--- src/rtl/apb_master_mc.sv ---
// APB4 master: one command/response transfer at a time onto NUM_SLAVES address-decoded selects,
// with byte strobes and an optional wait-state timeout.
module apb_master_mc #(
    parameter int ADDR_WIDTH     = 8,
    parameter int DATA_WIDTH     = 8,
    parameter int NUM_SLAVES     = 2,
    parameter int TIMEOUT_CYCLES = 16
) (
    input  logic                             PCLK,
    input  logic                             PRESETn,
    input  logic                             cmd_valid,
    output logic                             cmd_ready,
    input  logic                             cmd_write,
    input  logic [ADDR_WIDTH-1:0]            cmd_addr,
    input  logic [DATA_WIDTH-1:0]            cmd_wdata,
    input  logic [DATA_WIDTH/8-1:0]          cmd_strb,
    output logic                             rsp_valid,
    output logic [DATA_WIDTH-1:0]            rsp_rdata,
    output logic                             rsp_err,
    output logic                             rsp_timeout,
    output logic [NUM_SLAVES-1:0]            PSEL,
    output logic                             PENABLE,
    output logic [ADDR_WIDTH-1:0]            PADDR,
    output logic                             PWRITE,
    output logic [DATA_WIDTH-1:0]            PWDATA,
    output logic [DATA_WIDTH/8-1:0]          PSTRB,
    input  logic [NUM_SLAVES-1:0]            PREADY,
    input  logic [NUM_SLAVES*DATA_WIDTH-1:0] PRDATA,
    input  logic [NUM_SLAVES-1:0]            PSLVERR
);
    localparam int SLV_BITS = (NUM_SLAVES > 1) ? $clog2(NUM_SLAVES) : 1;
    localparam int STRB_W   = DATA_WIDTH / 8;
    localparam int CNT_W    = (TIMEOUT_CYCLES > 0) ? $clog2(TIMEOUT_CYCLES + 1) : 1;
    localparam logic [SLV_BITS:0]  NSLV = NUM_SLAVES[SLV_BITS:0];
    localparam logic [CNT_W-1:0]   TMO  = TIMEOUT_CYCLES[CNT_W-1:0];

    typedef enum logic [1:0] {S_IDLE, S_SETUP, S_ACCESS} state_t;

    state_t                  state_q;
    logic [SLV_BITS-1:0]     idx_q;
    logic [CNT_W-1:0]        cnt_q;
    logic [NUM_SLAVES-1:0]   psel_q;
    logic                    penable_q;
    logic [ADDR_WIDTH-1:0]   paddr_q;
    logic                    pwrite_q;
    logic [DATA_WIDTH-1:0]   pwdata_q;
    logic [STRB_W-1:0]       pstrb_q;
    logic                    rsp_valid_q;
    logic [DATA_WIDTH-1:0]   rsp_rdata_q;
    logic                    rsp_err_q;
    logic                    rsp_timeout_q;

    logic [SLV_BITS-1:0]     cmd_idx;
    logic                    cmd_in_range;
    logic [NUM_SLAVES-1:0]   cmd_onehot;
    logic                    sel_ready;
    logic                    sel_err;
    logic [DATA_WIDTH-1:0]   sel_rdata;
    logic [CNT_W-1:0]        cnt_nxt;
    logic                    tmo_hit;

    assign cmd_idx      = cmd_addr[ADDR_WIDTH-1 -: SLV_BITS];
    assign cmd_in_range = ({1'b0, cmd_idx} < NSLV);
    assign cmd_onehot   = {{(NUM_SLAVES-1){1'b0}}, 1'b1} << cmd_idx;
    assign sel_ready    = PREADY[idx_q];
    assign sel_err      = PSLVERR[idx_q];
    assign sel_rdata    = PRDATA[idx_q*DATA_WIDTH +: DATA_WIDTH];
    assign cnt_nxt      = cnt_q + 1'b1;
    // The cycle whose missing PREADY would be the TIMEOUT_CYCLES-th wait aborts.
    assign tmo_hit      = (TIMEOUT_CYCLES != 0) && (cnt_nxt == TMO);

    always_ff @(posedge PCLK or negedge PRESETn) begin
        if (!PRESETn) begin
            state_q       <= S_IDLE;
            idx_q         <= '0;
            cnt_q         <= '0;
            psel_q        <= '0;
            penable_q     <= 1'b0;
            paddr_q       <= '0;
            pwrite_q      <= 1'b0;
            pwdata_q      <= '0;
            pstrb_q       <= '0;
            rsp_valid_q   <= 1'b0;
            rsp_rdata_q   <= '0;
            rsp_err_q     <= 1'b0;
            rsp_timeout_q <= 1'b0;
        end else begin
            rsp_valid_q   <= 1'b0;
            rsp_rdata_q   <= '0;
            rsp_err_q     <= 1'b0;
            rsp_timeout_q <= 1'b0;
            case (state_q)
                S_IDLE: begin
                    if (cmd_valid) begin
                        if (cmd_in_range) begin
                            state_q  <= S_SETUP;
                            idx_q    <= cmd_idx;
                            cnt_q    <= '0;
                            psel_q   <= cmd_onehot;
                            paddr_q  <= cmd_addr;
                            pwrite_q <= cmd_write;
                            pwdata_q <= cmd_write ? cmd_wdata : '0;
                            pstrb_q  <= cmd_write ? cmd_strb  : '0;
                        end else begin
                            rsp_valid_q <= 1'b1;
                            rsp_err_q   <= 1'b1;
                        end
                    end
                end
                S_SETUP: begin
                    penable_q <= 1'b1;
                    state_q   <= S_ACCESS;
                end
                S_ACCESS: begin
                    if (sel_ready) begin
                        state_q     <= S_IDLE;
                        psel_q      <= '0;
                        penable_q   <= 1'b0;
                        rsp_valid_q <= 1'b1;
                        rsp_err_q   <= sel_err;
                        rsp_rdata_q <= (!pwrite_q && !sel_err) ? sel_rdata : '0;
                    end else if (tmo_hit) begin
                        state_q       <= S_IDLE;
                        psel_q        <= '0;
                        penable_q     <= 1'b0;
                        rsp_valid_q   <= 1'b1;
                        rsp_err_q     <= 1'b1;
                        rsp_timeout_q <= 1'b1;
                    end else if (cnt_q != {CNT_W{1'b1}}) begin
                        cnt_q <= cnt_nxt;
                    end
                end
                default: state_q <= S_IDLE;
            endcase
        end
    end

    assign cmd_ready   = (state_q == S_IDLE);
    assign PSEL        = psel_q;
    assign PENABLE     = penable_q;
    assign PADDR       = paddr_q;
    assign PWRITE      = pwrite_q;
    assign PWDATA      = pwdata_q;
    assign PSTRB       = pstrb_q;
    assign rsp_valid   = rsp_valid_q;
    assign rsp_rdata   = rsp_rdata_q;
    assign rsp_err     = rsp_err_q;
    assign rsp_timeout = rsp_timeout_q;

endmodule

--- config.mk ---
export PLATFORM = sky130hd
export DESIGN_NAME = apb_master_mc
export DESIGN_NICKNAME = d
export VERILOG_FILES = /design/src/rtl/apb_master_mc.sv
export SDC_FILE = /design/constraint.sdc
export NUM_CORES = 1
export LEC_CHECK = 0
export CAP_MARGIN = 40
export CORE_MARGIN = 2
export CORE_UTILIZATION = 30
export CTS_BUF_LIST = sky130_fd_sc_hd__clkbuf_4 sky130_fd_sc_hd__clkbuf_8 sky130_fd_sc_hd__clkbuf_16
export CTS_CLUSTER_DIAMETER = 80
export DETAILED_ROUTE_END_ITERATION = 7
export GPL_TIMING_DRIVEN = 0
export HOLD_SLACK_MARGIN = 0.1
export PLACE_DENSITY = 0.68
export SLEW_MARGIN = 10
export SYNTH_ARGS = -nofsm -noshare
export SYNTH_HDL_FRONTEND = slang
export SYNTH_SLANG_ARGS = --single-unit
--- constraint.sdc ---
create_clock -name PCLK -period 2.1 [get_ports PCLK]
set_input_delay 0.315 -clock PCLK [delete_from_list [all_inputs] [get_ports PCLK]]
set_output_delay 0.315 -clock PCLK [all_outputs]
set_load 0.01 [all_outputs]
-- Yosys cells after proc, flatten, opt, wreduce, memory -nomap -nowiden
Index checks and enable logic that the tools add are counted.
- shift-type cells: 2
- equal/unequal tests: 9
- multiplexer cells: 30
- reductions and logical operators: 11
- $add $sub $neg: 1
- $lt $le $gt $ge: 1
- operator list (kind ; count):
    8-bit two-way mux ; 4
    5-bit two-way mux ; 4
    16-bit by 5-bit indexed part select with 8-bit output ; 1
    1-bit two-way mux ; 14
    5-bit case mux with 2 select lines ; 1
    2-bit two-way mux ; 4
    2-bit != test, second input constant ; 4
    2-bit case mux with 3 select lines ; 1
    2-bit AND reduction ; 3
    5-bit by 1-bit adder with 5-bit output, second input constant ; 1
    5-bit equality test, second input constant ; 1
    5-bit != test, second input constant ; 1
    5-bit AND reduction ; 1
    2-bit case mux with 2 select lines ; 1
    2-bit nonzero test ; 2
    3-bit != test, second input constant ; 1
    3-bit AND reduction ; 1
    2-bit by 1-bit equality test with 1-bit output, second input constant ; 1
    2-bit equality test, second input constant ; 1
    1-bit zero test ; 2
    2-bit zero test ; 1
    1-bit by 2-bit < comparator with 1-bit output, second input constant ; 1
    1-bit case mux with 2 select lines ; 1
    1-bit by 1-bit << shifter with 2-bit output, first input constant ; 1
    1-bit logical AND ; 1
- flip-flop bits (word level): 40
- input port bits: 41
- logic and storage cells: 67
- output and inout bits: 33

-- Logic depth before layout (Yosys ltp)
Gate-level depths: netlist of run 1.
- word-level depth: 7
- mapped depth: 7
- gate-level depth less buffers: 7

-- Least setup slack after synthesis of run 1
No wires, ideal clock.
- kind: flip-flop to flip-flop
- from: register cnt_q[0]
- to: register cnt_q[0]
- data arrival time: 1.787 ns
- required time: 1.979 ns
- path buffers: 0
- clock period less this slack: 1.908 ns
- library setup time: 0.121 ns
- cell stages (with the launch flop): 8
- slack: 0.192 ns
- cells stage by stage: dfrtp_1 > ha_1 > and3_2 > ha_1 > and2_1 > nand2_1 > o21a_4 > a22o_2
- longest elaborated chain between the ends: 5
- elaborated cells between the ends (all ways): 10
- those cells by class: 1 x add/sub; 4 x eq/ne; 4 x mux; 1 x reduce/logical
- RTL lines (what ; RTL line ; source):
    from (decl) ; 41 ; logic [CNT_W-1:0] cnt_q;
    from (signal assigned) ; 130 ; cnt_q <= cnt_nxt;
    parallel branches: the longest is 5 deep, another holds 5-bit by 1-bit adder with 5-bit output ; - ;
Parallel ways; which one is timed is not known. The select of a mux whose other input is x is not followed.
A chain may end at the register's enable or synchronous reset.

-- Worst setup path after layout of run 1
- from: register cnt_q[0]
- to: register cnt_q[4]
The elaborated chain is that of the path after synthesis.

==> key figures, run 1 <==
Route
  • Remaining antenna violation count: 0
  • Wire length on met3: 298 um
  • Met1 WL: 1810 um
  • DR top layer: met4
  • Vias per inst: 4.55
  • WL per Instance: 12.7 um
  • DRT iter0 DRCs: 47
  • Via count: 1479
  • Metal2 WL: 2000 um
  • Post-route DRC: 0
  • Total routed wirelength: 4140 um
  • First drt pass iteration count: 4

Global route
  • Grt total ovfl: 0
  • Global-route usage over all layers: 13.9%
  • Initial antenna violation count: 0
  • Largest net degree at the start of global routing: 28
  • First-pass GRT wire length: 6910 um
  • Vias in the first global route: 1465

STA
  • Final Hold Fails: 0
  • Tightest Pin Transition: 0.439 ns
  • Final Setup Violations: 0
  • Post-route minimum period: 2.00 ns
  • Slew Limit Fails: 0
  • Worst Setup Slack, final: 0.0951 ns
  • Fmax: 499 MHz
  • Final period util: 95.5%
  • Max-slew headroom at the worst pin: 70.8%
  • Max Clock Skew: 0.00866 ns

Worst setup path
  • R2r startpoint: cnt_q[0]
  • WP data required: 2.28 ns
  • Critical Path AT: 2.19 ns
  • Critical Path Source: cnt_q[0]
  • R2R setup slack: 0.1 ns
  • Crit path kind: reg -> reg
  • Worst Setup Start Kind: flop
  • CP max FO: 5
  • Critical Path Sink Type: flop

Cells and area
  • Filler cells: 552
  • Commonest cells after routing, fill and taps aside: clkdlybuf4s50_1, nand2_1, dfrtp_1
  • Layout net count: 296
  • Area of the multi-input gates: 722 um2
  • Area added between synthesis and finish: 55.9%
  • Layout cell share with drive strength beyond 1: 11.5%
  • Antenna cell count: 0
  • FF/Latch Area: 976 um2
  • Leading cell type in the layout, fill and taps excluded: clkdlybuf4s50_1

Clock network
  • Root Driver: clkbuf_8
  • Depth of the CTS H-tree: 2
  • CTS Buf Count: 5
  • Number of sinks on the clock net: 39
  • CTS clk-pin slew, worst paths: 0.08 ns
  • Worst-skew pair later-pin latency: 0.29 ns
  • TritonCTS clock tree: built
  • Clock Path Buffers: 2

Min path
  • Hold WC Path Type: in -> async

Place
  • Gp weighted congestion: 0.811
  • Dpl ws: 0.0185 ns
  • Detailed placer's ending HPWL: 3080 um
  • Number of port buffers: 72

Power
  • VDD IR-drop max: 0.535 mV
  • Power Total: 3.09 mW
  • Leak pwr: 1.27 nW
  • Pwr dens: 1140 mW/mm2

Synthesis
  • Synth unique cells: 36
  • Post-synth net total: 214
  • Mapped Cells: 170
  • Fraction of registers with async set/reset: 100%
  • Syn_area_per_cell: 10.2 um2
  • Fraction of the yosys area taken by sequential cells: 56.2%
  • EDFF count, synth: 0
  • Mapped Area: 0.00174 mm2
  • YS warnings: 0
  • Seq cells post-synth: 39
  • Most common flop cell mapped by yosys: dfrtp_1

Floorplan
  • Core ar.: 0.00554 mm2
  • Initial core utilization: 31.3%
  • Die area: 0.00641 mm2
  • IO Pins: 74
  • Die Width: 80.1 um
  • Site Rows: 27
  • Die Ht: 80.1 um

Status
  • Status: finished, final reports clean

Job
  • Max-cap viol count: 0
## repair_timing
item	4_1_cts	5_1_grt
cloned	0	0
resized for setup	1	1
pin swaps	0	0
setup endpoints to repair	2	7
hold buffers	1	0
setup buffers	0	1
hold endpoints to repair	12	0
## per-stage QoR
step / hold WS, ns / std cells / instance area, um2 / util (%) / TNS [ns]
5_1_grt: 0.478 / 325 / 2710 / 48.9 / -0.00434
2_1_floorplan: 0.0194 / 170 / 1740 / - / 0
4_1_cts: 0.445 / 324 / 2700 / 48.7 / 0
6_report: 0.440 / 325 / 2710 / 48.9 / 0
3_5_place_dp: 0.230 / 315 / 2560 / 46.3 / 0
3_3_place_gp: 0.450 / 314 / 2550 / 46.0 / -10.91
## path summary, 6_finish.rpt
kind                         endpoint  cells after the start
setup reg to reg             cnt_q[4]                      7
hold / removal               cnt_q[3]                      2
setup / recovery             cnt_q[4]                      7
hold reg to reg             PWDATA[5]                      2
max in group asynchronous  state_q[0]                      3
min in group PCLK           PWDATA[6]                      3
## Yosys cell counts, types with 3 or more instances
cell	instances	area share [%]
inv_1	3	0.65
nor2_1	12	2.6
buf_2	3	0.86
mux2i_1	8	4.6
dfrtp_1	39	56
nand3_1	10	2.9
nand2_1	53	11
ha_1	3	2.2
nor3_1	3	0.86
nand2b_1	4	1.4
## state kept, by name (all words and copies together) (netlist names), 2 cells and up
register,cells
PADDR,7
PSEL,2
PWDATA,8
cnt_q,5
rsp_rdata,8
state_q,2
## kinds of logic (layout without fill, tap and decap cells)
group / Yosys count / in the layout / synth area share (%)
buf+inv: 10 / 93 / 2.81
flops: 39 / 39 / 56.2
fa+ha+maj: 3 / 3 / 2.16
compound gates: 17 / 17 / 8.86
mux: 9 / 9 / 5.40
xor+xnor: 2 / 2 / 2.09
simple gates: 90 / 90 / 22.5
## critical path: stages (launching register included)
cell	delay, ns
dfrtp_1	0.44
ha_2	0.24
and3_2	0.22
ha_1	0.28
and2_1	0.18
nand3_1	0.14
o211ai_2	0.13
a22o_1	0.26
## final cells by class
cell class                      count  area share, %
Timing Repair Buffer               75           27.8
Inverter                            3          0.416
Clock inverter                      2           1.29
Sequential cell                    39           36.0
Clock buffer                        6           3.05
Multi-Input combinational cell    121           26.7
Tap cell                           72           3.33
Buffer                              7           1.39
## routing by layer
layer | up-vias | track usage [%]
met2 | 46 | 22.9
met5 | - | 0
met3 | 4 | 5.39
met4 | 0 | 3.56
met1 | 700 | 16.9
li1 | 729 | -
## report_power, final
part	internal (mW)	switching, mW
clock network	0.384	0.260
registers	0.979	0.149
logic	0.702	0.620
total	2.07	1.03
(Power assumes the default switching activity.)
==> run 2: changes to the inputs <==
- CORE_ASPECT_RATIO: default -> 0.6
- PLACE_DENSITY: 0.68 -> default
- REMOVE_ABC_BUFFERS: default -> 1
==> run 2 against run 1 <==
  * Hold slack better by 0.030 ns
  * Clock skew down 0.0061 ns
  * Worst setup slack worse by 0.0090 ns
  * Largest power group unchanged
  * Core utilization about the same
  * Critical endpoint is now cnt_q[0]
  * Critical path depth unchanged
  * Largest cell class unchanged
  * Critical path type unchanged
==> key figures, run 2 (same netlist as run 1, synthesis figures left out) <==
Cells and area
  • Leading cell type in the layout, fill and taps excluded: clkdlybuf4s50_1
  • FF/Latch Area: 980 um2
  • Commonest cells after routing, fill and taps aside: clkdlybuf4s50_1, nand2_1, dfrtp_1
  • Filler cells: 560
  • Layout cell share with drive strength beyond 1: 12.1%
  • Area added between synthesis and finish: 56.7%
  • Final Util: 48.9%
  • Area of the multi-input gates: 724 um2
  • Layout net count: 291
  • Antenna cell count: 0
  • Post-route cell area: 0.00272 mm2

Worst setup path
  • Crit path to: cnt_q[0]
  • WP data required: 2.27 ns
  • Critical Path AT: 2.18 ns
  • Crit path kind: reg -> reg
  • Worst Setup Start Kind: flop
  • Critical Path Source: cnt_q[0]
  • R2R setup slack: 0.09 ns
  • Critical Path Sink Type: flop
  • R2R depth: 7
  • R2r startpoint: cnt_q[0]
  • R2r endpoint: cnt_q[0]
  • CP max FO: 6

Floorplan
  • Die Ht: 62.9 um
  • Die Width: 102 um
  • Initial core utilization: 31.2%
  • Site Rows: 21
  • Die area: 0.00643 mm2
  • IO Pins: 74
  • Core ar.: 0.00557 mm2

Place
  • Gp weighted congestion: 0.775
  • Detailed placer's ending HPWL: 3180 um
  • Dpl ws: -0.334 ns
  • Number of port buffers: 73
  • Placed cell area: 0.00258 mm2

Min path
  • Hold WC Path Type: reg -> reg

Route
  • Vias per inst: 4.36
  • First drt pass iteration count: 4
  • WL per Instance: 13.1 um
  • Total routed wirelength: 4290 um
  • Via count: 1429
  • Post-route DRC: 0
  • DRT iter0 DRCs: 67
  • Remaining antenna violation count: 0

Global route
  • First-pass GRT wire length: 7370 um
  • Largest net degree at the start of global routing: 24
  • Grt total ovfl: 0
  • Vias in the first global route: 1474
  • Global-route usage over all layers: 14.8%
  • Initial antenna violation count: 0

STA
  • Tightest Pin Transition: 0.510 ns
  • Post-route minimum period: 2.01 ns
  • Final Hold Fails: 0
  • Worst Setup Slack, final: 0.0861 ns
  • Fmax: 497 MHz
  • Slew Limit Fails: 0
  • Final period util: 95.9%
  • Final Setup Violations: 0
  • Max-slew headroom at the worst pin: 65.9%
  • Max Clock Skew: 0.00258 ns

Clock network
  • Clock Path Buffers: 2
  • CTS clk-pin slew, worst paths: 0.08 ns
  • Root Driver: clkbuf_8
  • CTS Buf Count: 5
  • Number of sinks on the clock net: 39
  • TritonCTS clock tree: built
  • Depth of the CTS H-tree: 2
  • Worst-skew pair later-pin latency: 0.28 ns

Power
  • Leak pwr: 1.24 nW
  • Sw frac: 34.6%
  • Clock Power Share: 19.1%
  • Pwr dens: 1100 mW/mm2
  • Reg power frac: 38.9%
  • VDD IR-drop max: 0.391 mV
  • Logic pwr share: 42.0%
  • P_int: 1.97 mW
  • P_sw: 1.04 mW

Status
  • Status: finished, final reports clean

Job
  • Max-cap viol count: 0
==> run 2: worst min-delay path by stage <==
stage                      endpoint       from  cells after the start
after global routing      PWDATA[7]  PWDATA[7]                      2
after floorplan            PADDR[0]    PRESETn                      0
after detailed placement    PENABLE    PRESETn                      2
final                     PWDATA[0]  PWDATA[0]                      2
after CTS                 PWDATA[1]  PWDATA[1]                      2
after global placement    PWDATA[4]  PWDATA[4]                      2
==> run 2: power by group through the flow <==
| stage | Combinational, mW | Sequential (mW) | Clock, mW |
|---|---|---|---|
| 6_report | 1.26 | 1.17 | 0.573 |
| 5_1_grt | 1.39 | 1.21 | 0.625 |
| 4_1_cts | 1.26 | 1.17 | 0.589 |
| 3_5_place_dp | 1.24 | 1.18 | 0 |
| 3_3_place_gp | 1.22 | 1.18 | 0 |
| 2_1_floorplan | 0.470 | 1.25 | 0 |
==> run 2: what timing repair did <==
item                                   in CTS  in global routing
setup buffers                               0                  0
gates resized for setup                     3                  5
hold buffers                                1                  0
cloned                                      1                  0
setup endpoints to repair                  11                  9
endpoints found under the hold margin      39                  0
pin swaps                                   0                  0
==> run 2: area by class of cell <==
cell class              count  share of cell area, %
repair buffers             76                   29.1
repair inverters            1                  0.276
inverters                   3                  0.552
multi-input cells         121                   26.6
well taps                  80                   3.68
flip-flops and latches     39                   36.0
clock buffers               8                   3.82
==> run 2: critical path, stage by stage, from the launching register on <==
cell	delay [ns]
dfrtp_2	0.45
ha_2	0.22
and3_2	0.21
ha_1	0.27
and2_1	0.18
nand2_1	0.10
o21a_4	0.24
a22o_2	0.23
==> run 2: through the flow <==
step | power, mW | TNS [ns] | hold WS (ns) | instances
2_1_floorplan | 1.72 | 0 | 0.0194 | 163
3_3_place_gp | 2.40 | -14.81 | 0.452 | 316
3_5_place_dp | 2.42 | -4.24 | 0.343 | 318
4_1_cts | 3.02 | 0 | 0.477 | 328
5_1_grt | 3.23 | -0.00449 | 0.501 | 328
6_report | 3.00 | 0 | 0.470 | 328
==> run 2: per-layer routing <==
metal	global-route usage (%)	routed length, um
met1	21.0	2160
met4	2.83	6
met2	18.9	1560
met5	0	0
met3	9.28	560
==> run 3: changes to the inputs <==
- HOLD_SLACK_MARGIN: 0.1 -> 0.08
==> results of run 3 <==
Same layout as run 2: the final DEF is identical, and so are final timing and power.
